### config.mk
export PLATFORM = sky130hd
export DESIGN_NAME = mem_ctrl_master_flat
export DESIGN_NICKNAME = d
export VERILOG_FILES = /design/src/rtl/mem_ctrl_pkg.sv /design/src/rtl/mem_ctrl_master_if.sv /design/src/rtl/mem_ctrl_lane.sv /design/src/rtl/mem_ctrl_master.sv /design/src/flat_wrapper.sv
export SDC_FILE = /design/constraint.sdc
export NUM_CORES = 1
export LEC_CHECK = 0
export CAP_MARGIN = 20
export CORE_MARGIN = 10
export CORE_UTILIZATION = 45
export CTS_CLUSTER_SIZE = 12
export DETAILED_ROUTE_END_ITERATION = 6
export PLACE_DENSITY = 0.9
export RECOVER_POWER = 25
export SLEW_MARGIN = 25
export SYNTH_ARGS = -nofsm -noshare
export SYNTH_HDL_FRONTEND = slang
export SYNTH_HIERARCHICAL = 1
export SYNTH_SLANG_ARGS = --single-unit
### constraint.sdc
create_clock -name clk -period 3.6 [get_ports clk]
set_input_delay 0.72 -clock clk [delete_from_list [all_inputs] [get_ports clk]]
set_output_delay 0.72 -clock clk [all_outputs]
set_load 0.01 [all_outputs]
### src/rtl/mem_ctrl_pkg.sv
// Shared types for the memory controller master: FSM states, request size
// codes and the legality check for a request.
// Optional feature macro: MEM_CTRL_SUBWORD_EN (byte/half accesses).
package mem_ctrl_pkg;

    typedef enum logic [1:0] {
        IDLE = 2'd0,
        RD   = 2'd1,
        WR   = 2'd2,
        RSP  = 2'd3
    } state_t;

    localparam logic [1:0] SZ_BYTE = 2'd0;
    localparam logic [1:0] SZ_HALF = 2'd1;
    localparam logic [1:0] SZ_WORD = 2'd2;

    // A request is rejected when its size is unsupported in this build or the
    // address is not aligned to the access size.
    function automatic logic is_misaligned(input logic [1:0] size, input logic [1:0] addr_lo);
        logic bad;
        bad = 1'b1;
`ifdef MEM_CTRL_SUBWORD_EN
        case (size)
            SZ_BYTE: bad = 1'b0;
            SZ_HALF: bad = addr_lo[0];
            SZ_WORD: bad = |addr_lo;
            default: bad = 1'b1;
        endcase
`else
        bad = (size != SZ_WORD) || (|addr_lo);
`endif
        return bad;
    endfunction

endpackage

### src/rtl/mem_ctrl_master_if.sv
// Request/response and memory-port signals of the memory controller master.
// Handshake rule for both channels: a transfer happens on the rising clk edge
// where valid and ready are both high; the sender holds valid and its payload
// steady until that edge, and ready may not depend combinationally on valid.
interface mem_ctrl_master_if #(
    parameter int ADDR_WIDTH = 32,
    parameter int DATA_WIDTH = 32
) ();
    logic                  req_valid;
    logic                  req_ready;
    logic                  req_we;
    logic [1:0]            req_size;
    logic                  req_signed;
    logic [ADDR_WIDTH-1:0] req_addr;
    logic [DATA_WIDTH-1:0] req_wdata;

    logic                  rsp_valid;
    logic                  rsp_ready;
    logic [DATA_WIDTH-1:0] rsp_rdata;
    logic                  rsp_err;

    logic [ADDR_WIDTH-1:0] mem_addr;
    logic [DATA_WIDTH-1:0] mem_wdata;
    logic                  mem_we;
    logic [DATA_WIDTH-1:0] mem_rdata;

    modport master (
        input  req_valid, req_we, req_size, req_signed, req_addr, req_wdata,
        input  rsp_ready, mem_rdata,
        output req_ready, rsp_valid, rsp_rdata, rsp_err,
        output mem_addr, mem_wdata, mem_we
    );

    modport slave (
        output req_valid, req_we, req_size, req_signed, req_addr, req_wdata,
        output rsp_ready, mem_rdata,
        input  req_ready, rsp_valid, rsp_rdata, rsp_err,
        input  mem_addr, mem_wdata, mem_we
    );
endinterface

### src/rtl/mem_ctrl_lane.sv
// Byte-lane logic: merges store data into a fetched word and extracts /
// extends load data. Little-endian, lane 0 = bits 7:0.
// Sub-word handling exists only with MEM_CTRL_SUBWORD_EN; otherwise words pass through.
module mem_ctrl_lane
    import mem_ctrl_pkg::*;
(
    input  logic [1:0]  size,
    input  logic [1:0]  addr_lo,
    input  logic        is_signed,
    input  logic [31:0] wdata,
    input  logic [31:0] rdata_word,
    output logic [31:0] merge_wdata,
    output logic [31:0] load_rdata
);
`ifdef MEM_CTRL_SUBWORD_EN
    logic [7:0]  sel_byte;
    logic [15:0] sel_half;

    // Pick the addressed byte and half-word out of the fetched word.
    always_comb begin
        sel_byte = rdata_word[7:0];
        case (addr_lo)
            2'd0:    sel_byte = rdata_word[7:0];
            2'd1:    sel_byte = rdata_word[15:8];
            2'd2:    sel_byte = rdata_word[23:16];
            default: sel_byte = rdata_word[31:24];
        endcase
        sel_half = addr_lo[1] ? rdata_word[31:16] : rdata_word[15:0];
    end

    // Right-justify the selected lane and sign- or zero-fill the upper bits.
    always_comb begin
        load_rdata = rdata_word;
        case (size)
            SZ_BYTE: load_rdata = {{24{is_signed & sel_byte[7]}}, sel_byte};
            SZ_HALF: load_rdata = {{16{is_signed & sel_half[15]}}, sel_half};
            default: load_rdata = rdata_word;
        endcase
    end

    // Replace only the addressed lanes of the fetched word with store data.
    always_comb begin
        merge_wdata = rdata_word;
        case (size)
            SZ_BYTE: begin
                case (addr_lo)
                    2'd0:    merge_wdata[7:0]   = wdata[7:0];
                    2'd1:    merge_wdata[15:8]  = wdata[7:0];
                    2'd2:    merge_wdata[23:16] = wdata[7:0];
                    default: merge_wdata[31:24] = wdata[7:0];
                endcase
            end
            SZ_HALF: begin
                if (addr_lo[1]) merge_wdata[31:16] = wdata[15:0];
                else            merge_wdata[15:0]  = wdata[15:0];
            end
            default: merge_wdata = wdata;
        endcase
    end
`else
    logic unused_lane;

    // Word-only build: data passes straight through in both directions.
    always_comb begin
        merge_wdata = wdata;
        load_rdata  = rdata_word;
        unused_lane = ^{size, addr_lo, is_signed};
    end
`endif
endmodule

### src/rtl/mem_ctrl_master.sv
// Memory controller master: turns core load/store requests into accesses on a
// single-port word memory. Sub-word stores use read-modify-write, misaligned or
// unsupported requests answer with rsp_err and never reach the memory.
// Optional feature macro: MEM_CTRL_SUBWORD_EN (byte/half accesses).
module mem_ctrl_master
    import mem_ctrl_pkg::*;
#(
    parameter int ADDR_WIDTH = 32,
    parameter int DATA_WIDTH = 32
) (
    input  logic              clk,
    input  logic              rst_n,
    mem_ctrl_master_if.master bus,
    output state_t            state_dbg
);
    state_t                state_q, state_d;
    logic                  op_we_q, op_we_d;
    logic [1:0]            op_size_q, op_size_d;
    logic                  op_signed_q, op_signed_d;
    logic [1:0]            op_lo_q, op_lo_d;
    logic [DATA_WIDTH-1:0] op_wdata_q, op_wdata_d;
    logic                  req_ready_q, req_ready_d;
    logic                  rsp_valid_q, rsp_valid_d;
    logic [DATA_WIDTH-1:0] rsp_rdata_q, rsp_rdata_d;
    logic                  rsp_err_q, rsp_err_d;
    logic [ADDR_WIDTH-1:0] mem_addr_q, mem_addr_d;
    logic [DATA_WIDTH-1:0] mem_wdata_q, mem_wdata_d;
    logic                  mem_we_q, mem_we_d;
    logic [DATA_WIDTH-1:0] lane_wdata, lane_rdata;

    mem_ctrl_lane u_lane (
        .size        (op_size_q),
        .addr_lo     (op_lo_q),
        .is_signed   (op_signed_q),
        .wdata       (op_wdata_q),
        .rdata_word  (bus.mem_rdata),
        .merge_wdata (lane_wdata),
        .load_rdata  (lane_rdata)
    );

`ifndef MEM_CTRL_SUBWORD_EN
    logic unused_subword;
    assign unused_subword = ^{op_we_q, lane_wdata};
`endif

    // State register; reset aborts any access in flight.
    always_ff @(posedge clk or negedge rst_n) begin
        if (!rst_n) state_q <= IDLE;
        else        state_q <= state_d;
    end

    // Next state and next values of every registered output.
    always_comb begin
        state_d     = state_q;
        op_we_d     = op_we_q;
        op_size_d   = op_size_q;
        op_signed_d = op_signed_q;
        op_lo_d     = op_lo_q;
        op_wdata_d  = op_wdata_q;
        rsp_valid_d = rsp_valid_q;
        rsp_rdata_d = rsp_rdata_q;
        rsp_err_d   = rsp_err_q;
        mem_addr_d  = mem_addr_q;
        mem_wdata_d = mem_wdata_q;
        mem_we_d    = 1'b0;
        case (state_q)
            IDLE: begin
                if (bus.req_valid && req_ready_q) begin
                    op_we_d     = bus.req_we;
                    op_size_d   = bus.req_size;
                    op_signed_d = bus.req_signed;
                    op_lo_d     = bus.req_addr[1:0];
                    op_wdata_d  = bus.req_wdata;
                    if (is_misaligned(bus.req_size, bus.req_addr[1:0])) begin
                        state_d     = RSP;
                        rsp_valid_d = 1'b1;
                        rsp_err_d   = 1'b1;
                        rsp_rdata_d = '0;
                    end else begin
                        mem_addr_d = {bus.req_addr[ADDR_WIDTH-1:2], 2'b00};
                        if (bus.req_we && bus.req_size == SZ_WORD) begin
                            state_d     = WR;
                            mem_wdata_d = bus.req_wdata;
                            mem_we_d    = 1'b1;
                        end else begin
                            state_d = RD;
                        end
                    end
                end
            end
            RD: begin
                // The memory read is combinational, so mem_rdata is valid here.
                state_d     = RSP;
                rsp_valid_d = 1'b1;
                rsp_err_d   = 1'b0;
                rsp_rdata_d = lane_rdata;
`ifdef MEM_CTRL_SUBWORD_EN
                if (op_we_q) begin
                    state_d     = WR;
                    rsp_valid_d = 1'b0;
                    rsp_rdata_d = '0;
                    mem_wdata_d = lane_wdata;
                    mem_we_d    = 1'b1;
                end
`endif
            end
            WR: begin
                state_d     = RSP;
                rsp_valid_d = 1'b1;
                rsp_err_d   = 1'b0;
                rsp_rdata_d = '0;
            end
            RSP: begin
                if (bus.rsp_ready) begin
                    state_d     = IDLE;
                    rsp_valid_d = 1'b0;
                    rsp_err_d   = 1'b0;
                    rsp_rdata_d = '0;
                end
            end
            default: state_d = IDLE;
        endcase
        req_ready_d = (state_d == IDLE);
    end

    // Latched request fields and registered bus outputs.
    always_ff @(posedge clk or negedge rst_n) begin
        if (!rst_n) begin
            op_we_q     <= 1'b0;
            op_size_q   <= SZ_WORD;
            op_signed_q <= 1'b0;
            op_lo_q     <= 2'b00;
            op_wdata_q  <= '0;
            req_ready_q <= 1'b1;
            rsp_valid_q <= 1'b0;
            rsp_rdata_q <= '0;
            rsp_err_q   <= 1'b0;
            mem_addr_q  <= '0;
            mem_wdata_q <= '0;
            mem_we_q    <= 1'b0;
        end else begin
            op_we_q     <= op_we_d;
            op_size_q   <= op_size_d;
            op_signed_q <= op_signed_d;
            op_lo_q     <= op_lo_d;
            op_wdata_q  <= op_wdata_d;
            req_ready_q <= req_ready_d;
            rsp_valid_q <= rsp_valid_d;
            rsp_rdata_q <= rsp_rdata_d;
            rsp_err_q   <= rsp_err_d;
            mem_addr_q  <= mem_addr_d;
            mem_wdata_q <= mem_wdata_d;
            mem_we_q    <= mem_we_d;
        end
    end

    assign bus.req_ready = req_ready_q;
    assign bus.rsp_valid = rsp_valid_q;
    assign bus.rsp_rdata = rsp_rdata_q;
    assign bus.rsp_err   = rsp_err_q;
    assign bus.mem_addr  = mem_addr_q;
    assign bus.mem_wdata = mem_wdata_q;
    assign bus.mem_we    = mem_we_q;
    assign state_dbg     = state_q;
endmodule

### src/flat_wrapper.sv
// flat-port wrapper written by rule: the top's interface ports become plain ports
module mem_ctrl_master_flat import mem_ctrl_pkg::*;
#(
    parameter int ADDR_WIDTH = 32,
    parameter int DATA_WIDTH = 32
)
  (clk, rst_n, state_dbg, bus_req_valid, bus_req_we, bus_req_size, bus_req_signed, bus_req_addr, bus_req_wdata, bus_rsp_ready, bus_mem_rdata, bus_req_ready, bus_rsp_valid, bus_rsp_rdata, bus_rsp_err, bus_mem_addr, bus_mem_wdata, bus_mem_we);
  mem_ctrl_master_if #(.ADDR_WIDTH(ADDR_WIDTH), .DATA_WIDTH(DATA_WIDTH)) bus_i ();
  input  logic clk;
  input  logic rst_n;
  output state_t state_dbg;
  input wire logic [$bits(bus_i.req_valid)-1:0] bus_req_valid;
  input wire logic [$bits(bus_i.req_we)-1:0] bus_req_we;
  input wire logic [$bits(bus_i.req_size)-1:0] bus_req_size;
  input wire logic [$bits(bus_i.req_signed)-1:0] bus_req_signed;
  input wire logic [$bits(bus_i.req_addr)-1:0] bus_req_addr;
  input wire logic [$bits(bus_i.req_wdata)-1:0] bus_req_wdata;
  input wire logic [$bits(bus_i.rsp_ready)-1:0] bus_rsp_ready;
  input wire logic [$bits(bus_i.mem_rdata)-1:0] bus_mem_rdata;
  output wire logic [$bits(bus_i.req_ready)-1:0] bus_req_ready;
  output wire logic [$bits(bus_i.rsp_valid)-1:0] bus_rsp_valid;
  output wire logic [$bits(bus_i.rsp_rdata)-1:0] bus_rsp_rdata;
  output wire logic [$bits(bus_i.rsp_err)-1:0] bus_rsp_err;
  output wire logic [$bits(bus_i.mem_addr)-1:0] bus_mem_addr;
  output wire logic [$bits(bus_i.mem_wdata)-1:0] bus_mem_wdata;
  output wire logic [$bits(bus_i.mem_we)-1:0] bus_mem_we;
  assign bus_i.req_valid = bus_req_valid;
  assign bus_i.req_we = bus_req_we;
  assign bus_i.req_size = bus_req_size;
  assign bus_i.req_signed = bus_req_signed;
  assign bus_i.req_addr = bus_req_addr;
  assign bus_i.req_wdata = bus_req_wdata;
  assign bus_i.rsp_ready = bus_rsp_ready;
  assign bus_i.mem_rdata = bus_mem_rdata;
  assign bus_req_ready = bus_i.req_ready;
  assign bus_rsp_valid = bus_i.rsp_valid;
  assign bus_rsp_rdata = bus_i.rsp_rdata;
  assign bus_rsp_err = bus_i.rsp_err;
  assign bus_mem_addr = bus_i.mem_addr;
  assign bus_mem_wdata = bus_i.mem_wdata;
  assign bus_mem_we = bus_i.mem_we;
  mem_ctrl_master #(.ADDR_WIDTH(ADDR_WIDTH), .DATA_WIDTH(DATA_WIDTH)) u_core (.clk(clk), .rst_n(rst_n), .bus(bus_i), .state_dbg(state_dbg));
endmodule
==> results.yml <==
status:
  status: "finished with violations"
  violations: "capacitance limit, slew limit"
cells_and_area:
  antenna_cells: 0
  nets: 613
  fin_area_um2: 6272
  finalNonFillerCells: 622
  area_delta_synth_final_pct: 48.93
  drive_gt1_share_pct: 17.81
drt:
  vias: 3119
  dr.pass1.iters: 4
  via_per_inst: 5.014
  drc: 0
  wl_mm: 12.06
  initialDrtViolationCount: 179
  wl_per_cell_um: 19.39
  ant_nets: 0
logic_synthesis:
  yosys_warnings: 6
  postSynthCellCount: 339
  syn_area_um2: 4212
  post_synth.cell_area_avg_um2: 12.42
global_route:
  grt_pass1_vias: 3341
  gr-usage-met3_pct: 5.958
  grt_overflow: 0
  use_met2_pct: 29.47
  use_met1_pct: 19.34
  busiest_layer: "met2"
  track_usage_pct: 17.14
  grt_pass1_wl_mm: 18.20
  antenna_found_initial: 0
  grt_max_degree: 61
cts:
  clock_latency_ps: 350
  cts_resized: 0
  clk_pin_slew_ps: 90
  ctsHtreeMaxLevel: 3
  clkSinkCount: 100
  clock_path_buffers: 2
  numCtsBuffers: 9
  cts_tree: "built"
  postCtsSetupBuffers: 0
  cts-root-buf: "clkbuf_8"
  cts_hold_buf: 0
floorplan:
  die_width_um: 116.7
  dieArea_um2: 13630
  rows: 35
  io_pins: 206
  fp.coreArea_um2: 9196
  initial_core_util_pct: 45.80
  die_y_um: 116.7
critical_path:
  required_ps: 3800
  start_kind: "primary input"
  path_max_fanout: 32
  endpoint_kind: "register"
  critPathKind: "in2reg"
  r2r_slack_ps: 1430
  arrival_ps: 2650
timing:
  period_minus_slack_ps: 2458
  fmax_ghz: 0.4069
  drv_slew: 41
  fin_tns_setup_ps: 0
  tightest_slew_ps: 2314
  holdWs_ps: 510.2
  hold_viol_final: 0
  rsz0062_at_grt: "no"
  setup_viol: 0
  maxSlewHeadroom_pct: -54.27
  clock-skew-final_ps: 10.14
  period_share_pct: 68.27
hold_path:
  hold_path_class: "reg2reg"
run:
  drv_cap: 1
power:
  p_int_mw: 2.376
  ir_drop_mv: 0.3133
  power.switching_mw: 1.140
  power_frac_clock_pct: 20.5
  power_density_nw_per_um2: 560.5
  p_leak_nw: 2.779
  swShare_pct: 32.42
  p_comb_share_pct: 37.0
  pwr-share-seq_pct: 42.6
placed_design:
  gp_congestion: 0.7364
  hpwl_mm: 9.417
  placed_cells: 606
  io_buffers: 202
  dpl_cell_area_um2: 6075
==> power by group through the flow <==
| stage | Sequential (mW) | Combinational, mW | Clock, mW |
|---|---|---|---|
| 2_1_floorplan | 1.62 | 0.444 | 0 |
| 3_3_place_gp | 1.50 | 1.27 | 0 |
| 3_5_place_dp | 1.52 | 1.30 | 0 |
| 4_1_cts | 1.50 | 1.32 | 0.742 |
| 5_1_grt | 1.53 | 1.40 | 0.791 |
| 6_report | 1.50 | 1.30 | 0.720 |
==> worst max-delay path: stages <==
cell,delay (ps)
clkdlybuf4s50_1,400
or4b_4,610
a31oi_4,200
or2_2,470
o21ai_0,230
==> final timing paths <==
path,from,to,depth (start not counted)
worst max-delay path,bus_req_size[0],u_core/bus.rsp_rdata[23]$_DFFE_PN0P_,5
worst min-delay path,u_core/bus.mem_wdata[10]$_DFFE_PN0P_,u_core/bus.mem_wdata[10]$_DFFE_PN0P_,1
worst max register to register,u_core/state_dbg[0]$_DFF_PN0_,u_core/bus.req_ready$_DFF_PN1_,6
worst min register to register,u_core/bus.mem_wdata[10]$_DFFE_PN0P_,u_core/bus.mem_wdata[10]$_DFFE_PN0P_,1
max in group asynchronous,rst_n,u_core/bus.rsp_rdata[22]$_DFFE_PN0P_,1
min in group asynchronous,rst_n,u_core/bus.mem_addr[14]$_DFFE_PN0P_,1
==> stage by stage <==
step / utilization [%] / total power [mW] / setup WS [ps]
floorplan: - / 2.061 / 1336
global placement: 66.03 / 2.766 / 845.7
detailed placement: 66.05 / 2.823 / 788.8
CTS: 68.24 / 3.560 / 1125
global route: 68.20 / 3.720 / 853.4
finish: 68.20 / 3.516 / 1142
==> placed cells by master (no fill, tap or decap), drive strengths merged <==
cell,instances
clkinv,2
mux2,62
a31oi,1
or2,1
a21oi,2
o21ai,66
buf,6
a211oi,3
nor2,3
a221oi,1
clkinvlp,1
nand2,32
dfrtp,99
ha,3
clkdlybuf4s50,201
conb,2
nor2b,1
o22a,1
dfstp,1
clkbuf,12
or4b,1
bufinv,1
nand3,2
inv,6
nor3,1
==> metal layers <==
| layer | vias to the layer above | share of wire, % |
|---|---|---|
| met5 | - | 0 |
| met4 | 0 | 2.1 |
| met3 | 18 | 9.8 |
| met2 | 153 | 51 |
| met1 | 1495 | 37 |
| li1 | 1453 | - |
==> final cells by class <==
cell class / instances / area, µm²
Sequential cell: 100 / 2504
Tap cell: 111 / 138.9
Clock inverter: 5 / 60.06
Multi-Input combinational cell: 182 / 1336
Inverter: 5 / 18.77
Timing Repair Buffer: 208 / 2073
Fill cell: 690 / 2924
Clock buffer: 11 / 141.4
==> registers in the layout (all words and copies together) (netlist names) <==
name / flops
u_core/bus.rsp_err: 1
u_core/bus.req_ready: 1
u_core/state_dbg: 2
u_core/bus.mem_addr: 30
u_core/bus.mem_we: 1
u_core/bus.rsp_valid: 1
u_core/bus.rsp_rdata: 32
u_core/bus.mem_wdata: 32
No activity file was read; power rests on OpenSTA's default activity.
